[src/rtl/ecc_scrub_ctrl.sv]
// Background SECDED memory scrubber: walks 0..addr_last, decodes each word through an
// external ecc_dec, writes back re-encoded data on correctable errors, and counts events.
module ecc_scrub_ctrl #(
  parameter int unsigned ADDR_WIDTH  = 10,
  parameter int unsigned DEC_LATENCY = 2,
  parameter int unsigned ENC_LATENCY = 1,
  parameter int unsigned CNT_WIDTH   = 16
) (
  input  logic                  clk,
  input  logic                  rstn,
  input  logic                  scrub_en,
  input  logic [15:0]           interval,
  input  logic [ADDR_WIDTH-1:0] addr_last,
  input  logic                  clr_cnt,
  output logic                  mem_req,
  output logic                  mem_we,
  output logic [ADDR_WIDTH-1:0] mem_addr,
  output logic [63:0]           mem_wdata,
  output logic [7:0]            mem_wecc,
  input  logic                  mem_ack,
  input  logic [63:0]           mem_rdata,
  input  logic [7:0]            mem_recc,
  output logic [63:0]           dec_data_in,
  output logic [7:0]            dec_ecc_in,
  input  logic [63:0]           dec_data_out,
  input  logic [1:0]            dec_err_sts,
  output logic [63:0]           enc_data_in,
  input  logic [7:0]            enc_ecc_out,
  output logic                  busy,
  output logic                  err_valid,
  output logic [ADDR_WIDTH-1:0] err_addr,
  output logic [1:0]            err_sts,
  output logic [CNT_WIDTH-1:0]  corr_cnt,
  output logic [CNT_WIDTH-1:0]  uncorr_cnt,
  output logic                  pass_done
);

  typedef enum logic [2:0] {
    S_IDLE, S_WAIT, S_READ, S_DEC, S_ENC, S_WRITE, S_NEXT
  } state_e;

  state_e                state_q, state_d;
  logic [15:0]           cnt_q, cnt_d;
  logic [ADDR_WIDTH-1:0] addr_q, addr_d;
  logic [63:0]           dec_data_q, dec_data_d;
  logic [7:0]            dec_ecc_q, dec_ecc_d;
  logic [63:0]           enc_data_q, enc_data_d;
  logic [7:0]            wecc_q, wecc_d;
  logic                  err_valid_q, err_valid_d;
  logic [ADDR_WIDTH-1:0] err_addr_q, err_addr_d;
  logic [1:0]            err_sts_q, err_sts_d;
  logic [CNT_WIDTH-1:0]  corr_q, corr_d;
  logic [CNT_WIDTH-1:0]  uncorr_q, uncorr_d;
  logic                  pass_q, pass_d;

  logic dec_last, enc_last, rd_ack, corr_inc, uncorr_inc, wrap;

  // One shared timer serves WAIT (down-count) and DEC/ENC (up-count to latency).
  assign dec_last   = (state_q == S_DEC) && (cnt_q == 16'(DEC_LATENCY));
  assign enc_last   = (state_q == S_ENC) && (cnt_q == 16'(ENC_LATENCY));
  assign rd_ack     = (state_q == S_READ) && mem_ack;
  assign corr_inc   = dec_last && ((dec_err_sts == 2'b01) || (dec_err_sts == 2'b10));
  assign uncorr_inc = dec_last && (dec_err_sts == 2'b11);
  assign wrap       = (addr_q >= addr_last);

  always_ff @(posedge clk or negedge rstn) begin
    if (!rstn) begin
      state_q <= S_IDLE;
      cnt_q   <= '0;
    end else begin
      state_q <= state_d;
      cnt_q   <= cnt_d;
    end
  end

  always_comb begin
    state_d = state_q;
    cnt_d   = cnt_q;
    unique case (state_q)
      S_IDLE: begin
        if (scrub_en) begin
          state_d = S_WAIT;
          cnt_d   = interval;
        end
      end
      S_WAIT: begin
        if (!scrub_en)              state_d = S_IDLE;
        else if (cnt_q <= 16'd1)    state_d = S_READ;
        else                        cnt_d   = cnt_q - 16'd1;
      end
      S_READ: begin
        if (mem_ack) begin
          state_d = S_DEC;
          cnt_d   = '0;
        end
      end
      S_DEC: begin
        if (dec_last) begin
          state_d = corr_inc ? S_ENC : S_NEXT;
          cnt_d   = '0;
        end else begin
          cnt_d = cnt_q + 16'd1;
        end
      end
      S_ENC: begin
        if (enc_last) state_d = S_WRITE;
        else          cnt_d   = cnt_q + 16'd1;
      end
      S_WRITE: begin
        if (mem_ack) state_d = S_NEXT;
      end
      S_NEXT: begin
        if (scrub_en) begin
          state_d = S_WAIT;
          cnt_d   = interval;
        end else begin
          state_d = S_IDLE;
        end
      end
      default: state_d = S_IDLE;
    endcase
  end

  always_comb begin
    addr_d      = addr_q;
    pass_d      = 1'b0;
    if (state_q == S_NEXT) begin
      // >= also covers addr_last having been lowered below the current address.
      addr_d = wrap ? '0 : addr_q + ADDR_WIDTH'(1);
      pass_d = wrap;
    end
    dec_data_d  = rd_ack ? mem_rdata : dec_data_q;
    dec_ecc_d   = rd_ack ? mem_recc  : dec_ecc_q;
    enc_data_d  = corr_inc ? dec_data_out : enc_data_q;
    wecc_d      = enc_last ? enc_ecc_out  : wecc_q;
    err_valid_d = corr_inc || uncorr_inc;
    err_addr_d  = err_valid_d ? addr_q      : err_addr_q;
    err_sts_d   = err_valid_d ? dec_err_sts : err_sts_q;
    if (clr_cnt)                      corr_d = '0;
    else if (corr_inc && corr_q != '1) corr_d = corr_q + CNT_WIDTH'(1);
    else                              corr_d = corr_q;
    if (clr_cnt)                          uncorr_d = '0;
    else if (uncorr_inc && uncorr_q != '1) uncorr_d = uncorr_q + CNT_WIDTH'(1);
    else                                  uncorr_d = uncorr_q;
  end

  always_ff @(posedge clk or negedge rstn) begin
    if (!rstn) begin
      addr_q      <= '0;
      dec_data_q  <= '0;
      dec_ecc_q   <= '0;
      enc_data_q  <= '0;
      wecc_q      <= '0;
      err_valid_q <= 1'b0;
      err_addr_q  <= '0;
      err_sts_q   <= '0;
      corr_q      <= '0;
      uncorr_q    <= '0;
      pass_q      <= 1'b0;
    end else begin
      addr_q      <= addr_d;
      dec_data_q  <= dec_data_d;
      dec_ecc_q   <= dec_ecc_d;
      enc_data_q  <= enc_data_d;
      wecc_q      <= wecc_d;
      err_valid_q <= err_valid_d;
      err_addr_q  <= err_addr_d;
      err_sts_q   <= err_sts_d;
      corr_q      <= corr_d;
      uncorr_q    <= uncorr_d;
      pass_q      <= pass_d;
    end
  end

  always_comb begin
    mem_req     = (state_q == S_READ) || (state_q == S_WRITE);
    mem_we      = (state_q == S_WRITE);
    busy        = (state_q != S_IDLE);
    mem_addr    = addr_q;
    mem_wdata   = enc_data_q;
    mem_wecc    = wecc_q;
    dec_data_in = dec_data_q;
    dec_ecc_in  = dec_ecc_q;
    enc_data_in = enc_data_q;
    err_valid   = err_valid_q;
    err_addr    = err_addr_q;
    err_sts     = err_sts_q;
    corr_cnt    = corr_q;
    uncorr_cnt  = uncorr_q;
    pass_done   = pass_q;
  end

endmodule

[config.mk]
export PLATFORM = sky130hd
export DESIGN_NAME = ecc_scrub_ctrl
export DESIGN_NICKNAME = d
export VERILOG_FILES = /design/src/rtl/ecc_scrub_ctrl.sv
export SDC_FILE = /design/constraint.sdc
export NUM_CORES = 1
export LEC_CHECK = 0
export CAP_MARGIN = 20
export CELL_PAD_IN_SITES_DETAIL_PLACEMENT = 1
export CELL_PAD_IN_SITES_GLOBAL_PLACEMENT = 1
export CORE_UTILIZATION = 32
export DETAILED_ROUTE_END_ITERATION = 16
export PLACE_DENSITY = 0.84
export SLEW_MARGIN = 5
export SYNTH_ARGS = -nofsm -noshare
export SYNTH_HDL_FRONTEND = slang
export SYNTH_SLANG_ARGS = --single-unit
export TNS_END_PERCENT = 100
[constraint.sdc]
create_clock -name clk -period 3 [get_ports clk]
set_input_delay 0.45 -clock clk [delete_from_list [all_inputs] [get_ports clk]]
set_output_delay 0.45 -clock clk [all_outputs]
set_load 0.005 [all_outputs]
==> run metrics, run 1 <==
Worst slew margin=46.0%; Die X=187 µm; Max Cap Violations=0; final core occ=48.9%; antenna cells=0; final hold violations=0; CTS tree=built; Buffers on Ports=443; status=finished, final reports clean; Post-Syn Nets=1286; Worst Hold Margin=0.425 ns; Synth Instances=1091; largest net degree at the start of global routing=74; Tcrit/Tclk final=87.5%; clk buf depth=3; initial antenna violation count=0; clock root buffer=clkbuf_16; initial detailed-routing violation count=528; P_leak=7.05 nW; synthesis-to-layout area growth=50.6%; routed length per instance=20.3 µm; gr usage total=22.2%; FMAX=0.381 GHz; setup violators final=0; Layout fillers=3685; Synthesis Warnings=0; setup_tns=0 ns; drt via density=5.12; r2r worst-path depth=6; num rows=67; Skew-Pair Late Insertion Delay=0.53 ns; first-pass GRT wire length=62000 µm; final worst setup slack=0.374 ns; drc violations=0; Worst Setup Start Kind=register; WS Path Type=reg2reg; Primary FF master, synth=dfrtp_1; CTS Buf Count=27; min Tclk post-route=2.63 ns; RSZ-0062 raised after global routing=false; Post-synth EDFFs=0; DRT Wirelength=39300 µm; Die H=187 µm; share of cells above drive strength 1=12.6%; Starting Density=32.5%; reg-to-reg endpoint=corr_cnt[4]; Power per Cell Area=697 mW/mm²; total gr overflow=0; flop2flop setup slack=0.37 ns; Overall Power=11.4 mW; Req. time, crit path=3.44 ns; clock sinks=219; Die Area=0.0348 mm²; distinct cell type count after synthesis=77; max-slew violations=0; core region area=0.0335 mm²; number of global-route vias before repair=10800; post-DP HPWL=29400 µm; setup bufs post-CTS=0; H-tree depth=1; Worst Tran Pin Value=0.809 ns; Syn Std Cell Area=0.0109 mm²; FF-to-FF Start=cnt_q[12]; Yosys reg bits=219; worst IR drop on VDD=0.482 mV; Reg clk slew, reported paths=0.06 ns; sequential fraction of the synthesis area=50.3%; Synth async-reset ratio=100%; HP Class=in2async; first-pass iteration count of the detailed router=5; CP Max Fanout=11; synthesized area per cell=9.99 µm²; clock skew=0.0105 ns; antenna-violating nets left=0; Top Ports=444; crit path DAT=3.07 ns; Critical Path End Type=register; Final Wtd Congestion=0.868; vias post-DR=9902; nets@finish=1664; pre-CTS WS=0.251 ns
==> cell usage in the layout, fill, tap and decap left out, types with 7 or more instances in the layout <==
cell and count:
a211oi_1 8, clkdlybuf4s50_1 442, buf_4 29, nor2_1 30, and3_1 9, dfrtp_1 219
nand2_1 239, and2_1 9, clkbuf_16 27, nand3_1 31, mux2_2 92, clkbuf_8 7
nor3_1 13, nand4_1 14, o21ai_0 35, a21oi_1 55, o31ai_1 10, o22ai_1 7
nor4_1 12, inv_1 25, or3_1 22, ha_1 18, or4_1 10
==> logic make-up (layout without fill, tap and decap cells) <==
family          after synthesis  in the layout  share of synthesized area [%]
compound gates              168            168                           10.0
xor+xnor                     11             11                          0.884
fa+ha+maj                    18             18                           2.07
buf+inv                     154            549                           8.03
flops                       219            219                           50.3
mux                          95             95                           9.79
simple gates                426            426                           18.9
==> per-stage QoR <==
step                instance area [µm²]  std cells
floorplan                         10900       1091
global placement                  15400       1887
detailed placement                15400       1887
CTS                               16400       1934
global route                      16400       1934
finish                            16400       1934
==> how the worst max path moves through the flow <==
stage,from,to,slack [ns],depth (start not counted)
6_report,cnt_q[12],corr_cnt[4],0.37,6
5_1_grt,cnt_q[12],uncorr_cnt[9],0.12,7
4_1_cts,cnt_q[12],cnt_q[6],0.23,6
3_5_place_dp,cnt_q[12],cnt_q[6],0.25,6
3_3_place_gp,scrub_en,cnt_q[11],0.38,7
2_1_floorplan,cnt_q[5],uncorr_cnt[10],0.82,6
==> critical path, cell delays in order, from the launching register on <==
cell and delay, ns:
dfrtp_1 0.50, nor4_2 0.53, and4_1 0.42, buf_4 0.22, nand3_1 0.14, or4_1 0.53
a21oi_1 0.19
==> power by group <==
group / internal [mW] / total [mW] / leakage, nW / switching, mW
clock network: 2.24 / 3.52 / 0.467 / 1.28
logic: 2.09 / 3.90 / 3.68 / 1.80
registers: 3.55 / 4.02 / 2.89 / 0.473
==> cell usage after synthesis, drive strengths merged, types with 3 or more instances <==
master | number | area share [%]
o21ai | 36 | 1.7
buf | 83 | 5.4
o31ai | 11 | 0.80
nor4 | 14 | 1.0
and2 | 9 | 0.52
nand4 | 15 | 1.0
and4 | 7 | 0.57
mux2 | 92 | 9.5
xor2 | 5 | 0.40
xnor2 | 6 | 0.48
and3 | 11 | 0.63
nand2 | 239 | 8.2
o2111ai | 7 | 0.62
a211oi | 8 | 0.55
o31a | 3 | 0.25
a21o | 5 | 0.34
a31oi | 5 | 0.29
nor3b | 3 | 0.21
ha | 18 | 2.1
o41ai | 3 | 0.24
or4 | 11 | 0.79
nor2 | 30 | 1.0
nand2b | 3 | 0.17
nor3 | 14 | 0.69
o211ai | 3 | 0.21
o221ai | 3 | 0.24
a21oi | 55 | 2.5
mux2i | 3 | 0.28
a222oi | 3 | 0.28
or3 | 23 | 1.3
nand3 | 32 | 1.6
inv | 25 | 0.86
o22ai | 7 | 0.40
dfrtp | 219 | 50
a311oi | 3 | 0.24
clkbuf | 44 | 1.6
==> flip-flops by register name, indices dropped and copies added (netlist names) <==
| register | count |
|---|---|
| err_addr | 10 |
| dec_ecc_in | 8 |
| dec_data_in | 64 |
| pass_done | 1 |
| state_q | 3 |
| enc_data_in | 64 |
| corr_cnt | 16 |
| mem_wecc | 8 |
| uncorr_cnt | 16 |
| err_valid | 1 |
| cnt_q | 16 |
| err_sts | 2 |
| mem_addr | 10 |
==> area by class of cell <==
cell class                      instances  area, µm²  share of cell area, %
Sequential cell                       219       5480                   33.4
Timing Repair Buffer                  478       4770                   29.1
Multi-Input combinational cell        718       4550                   27.7
Clock buffer                           39        791                   4.82
Tap cell                              448        561                   3.42
Clock inverter                          7        160                  0.976
Inverter                               25       93.8                  0.572
==> repair_timing <==
action                                  CTS  global route
hold endpoints to repair                 54             0
hold buffers                              1             0
resized for setup                         0             1
endpoints found under the setup margin    0             1
==> per-layer routing <==
| metal | GRT usage [%] | up-vias | wire [µm] |
|---|---|---|---|
| met5 | 0 | - | 0 |
| li1 | - | 4517 | - |
| met3 | 5.02 | 67 | 2520 |
| met4 | 7.09 | 0 | 1330 |
| met2 | 40.6 | 378 | 20200 |
| met1 | 25.5 | 4940 | 15300 |
Note: power is estimated with default switching activity, not from simulation.
==> run 2: changes to the inputs <==
--- a/constraint.sdc
+++ b/constraint.sdc
@@ -3,2 +3,2 @@
 set_output_delay 0.45 -clock clk [all_outputs]
-set_load 0.005 [all_outputs]
+set_load 0.01 [all_outputs]
==> results of run 2 <==
Same layout as run 1 (identical final DEF). Status: finished, final reports clean.
Main changes from that run: total power 11.4 mW -> 11.6 mW; worst IR drop on VDD 0.482 mV -> 0.497 mV
==> run 3: changes to the inputs <==
CORE_ASPECT_RATIO = 2   (was default)
HOLD_SLACK_MARGIN = 0.02   (was default)
==> run metrics, run 3 (synthesized netlist as in run 1, its figures left out) <==
H-tree depth=1; initial antenna violation count=2; WL met3=2130 µm; largest net degree at the start of global routing=87; clk buf depth=3; post-DP HPWL=32400 µm; total gr overflow=0; Critical Path End Type=register; Final Wtd Congestion=0.952; status=finished, final reports clean; final core occ=48.7%; Req. time, crit path=3.40 ns; Worst Hold Margin=0.449 ns; clock root buffer=clkbuf_16; first-pass GRT wire length=64800 µm; HP Class=in2reg; Power per Cell Area=700 mW/mm²; met2 WL=23400 µm; vias post-DR=10100; DRT Wirelength=42100 µm; final hold violations=0; Worst Tran Pin Value=0.834 ns; drc violations=0; routed length per instance=21.8 µm; commonest non-fill, non-tap cell in the layout=clkdlybuf4s50_1; nets@finish=1673; CTS Buf Count=23; Top Ports=444; metal1 wirelength=14500 µm; max-slew violations=0; Tcrit/Tclk final=90.3%; Die X=132 µm; setup_tns=0 ns; setup bufs post-CTS=0; most frequent cells in the layout=442 x clkdlybuf4s50_1, 239 x nand2_1, 218 x dfrtp_1; Max Cap Violations=0; Die Area=0.0348 mm²; drt via density=5.22; worst IR drop on VDD=0.635 mV; CTS tree=built; crit path DAT=3.11 ns; FMAX=0.369 GHz; gr usage total=24.1%; Die H=263 µm; Starting Density=32.5%; antenna cells=0; WS Path Type=reg2reg; min Tclk post-route=2.71 ns; number of global-route vias before repair=11000; clock sinks=219; Reg clk slew, reported paths=0.07 ns; core region area=0.0335 mm²; P_leak=7.03 nW; Worst Setup Start Kind=register; initial detailed-routing violation count=478; Buffers on Ports=443; CP Max Fanout=35; Worst slew margin=44.3%; num rows=95; antenna-violating nets left=0; synthesis-to-layout area growth=49.9%; RSZ-0062 raised after global routing=false; Skew-Pair Late Insertion Delay=0.54 ns; first-pass iteration count of the detailed router=4; clock skew=0.0282 ns; share of cells above drive strength 1=13.2%; setup violators final=0; uppermost routed layer=met5
[run 3: metrics by stage]
stage | cell area (µm²) | total power [mW] | setup WS [ns] | instances
after floorplan | 10900 | 6.09 | 0.824 | 1091
after global placement | 15500 | 8.10 | 0.363 | 1888
after detailed placement | 15500 | 8.32 | 0.297 | 1888
after CTS | 16300 | 11.5 | 0.115 | 1929
after global routing | 16300 | 11.9 | 0.129 | 1929
final | 16300 | 11.4 | 0.290 | 1929
[run 3: worst paths after layout]
check | slack (ns) | to | cells past startpoint | start
max | 0.29 | corr_cnt[7] | 6 | cnt_q[11]
min | 0.45 | enc_data_in[3] | 3 | dec_data_out[3]
max reg2reg | 0.29 | corr_cnt[7] | 6 | cnt_q[11]
min reg2reg | 0.49 | enc_data_in[16] | 2 | enc_data_in[16]
max in group asynchronous | 1.62 | dec_data_in[2] | 3 | rstn
min in group asynchronous | 0.53 | err_addr[7] | 2 | rstn
[run 3: final cells by class]
cell class	instances	area, µm²
fillers	3704	17200
clock inverters	11	178
multi-input cells	718	4540
well taps	436	546
repair buffers	491	4860
inverters	25	93.8
clock buffers	29	628
flip-flops and latches	219	5480
[run 3: routing by layer]
metal	global-route usage [%]	up-vias
li1	-	4528
met1	24.2	5039
met2	46.8	377
met3	4.07	116
met4	11.8	4
met5	0	-
[run 3: critical path: stages, from the launching register on]
cell and delay (ns):
dfrtp_1 0.40, nor4_2 0.63, and4_1 0.52, nand3_4 0.29, buf_4 0.34, o31ai_1 0.28
a21oi_1 0.10
[run 3: power breakdown]
group	total (mW)	switching, mW	leakage [nW]	internal (mW)
registers	4.07	0.526	2.89	3.55
logic	4.26	2.12	3.75	2.14
clock network	3.10	1.26	0.387	1.84
total	11.4	3.91	7.03	7.52
[run 3: repair_timing]
item | in CTS | in global routing
endpoints found under the setup margin | 0 | 1
hold endpoints to repair | 80 | 0
resized for setup | 0 | 1
hold buffers | 1 | 0
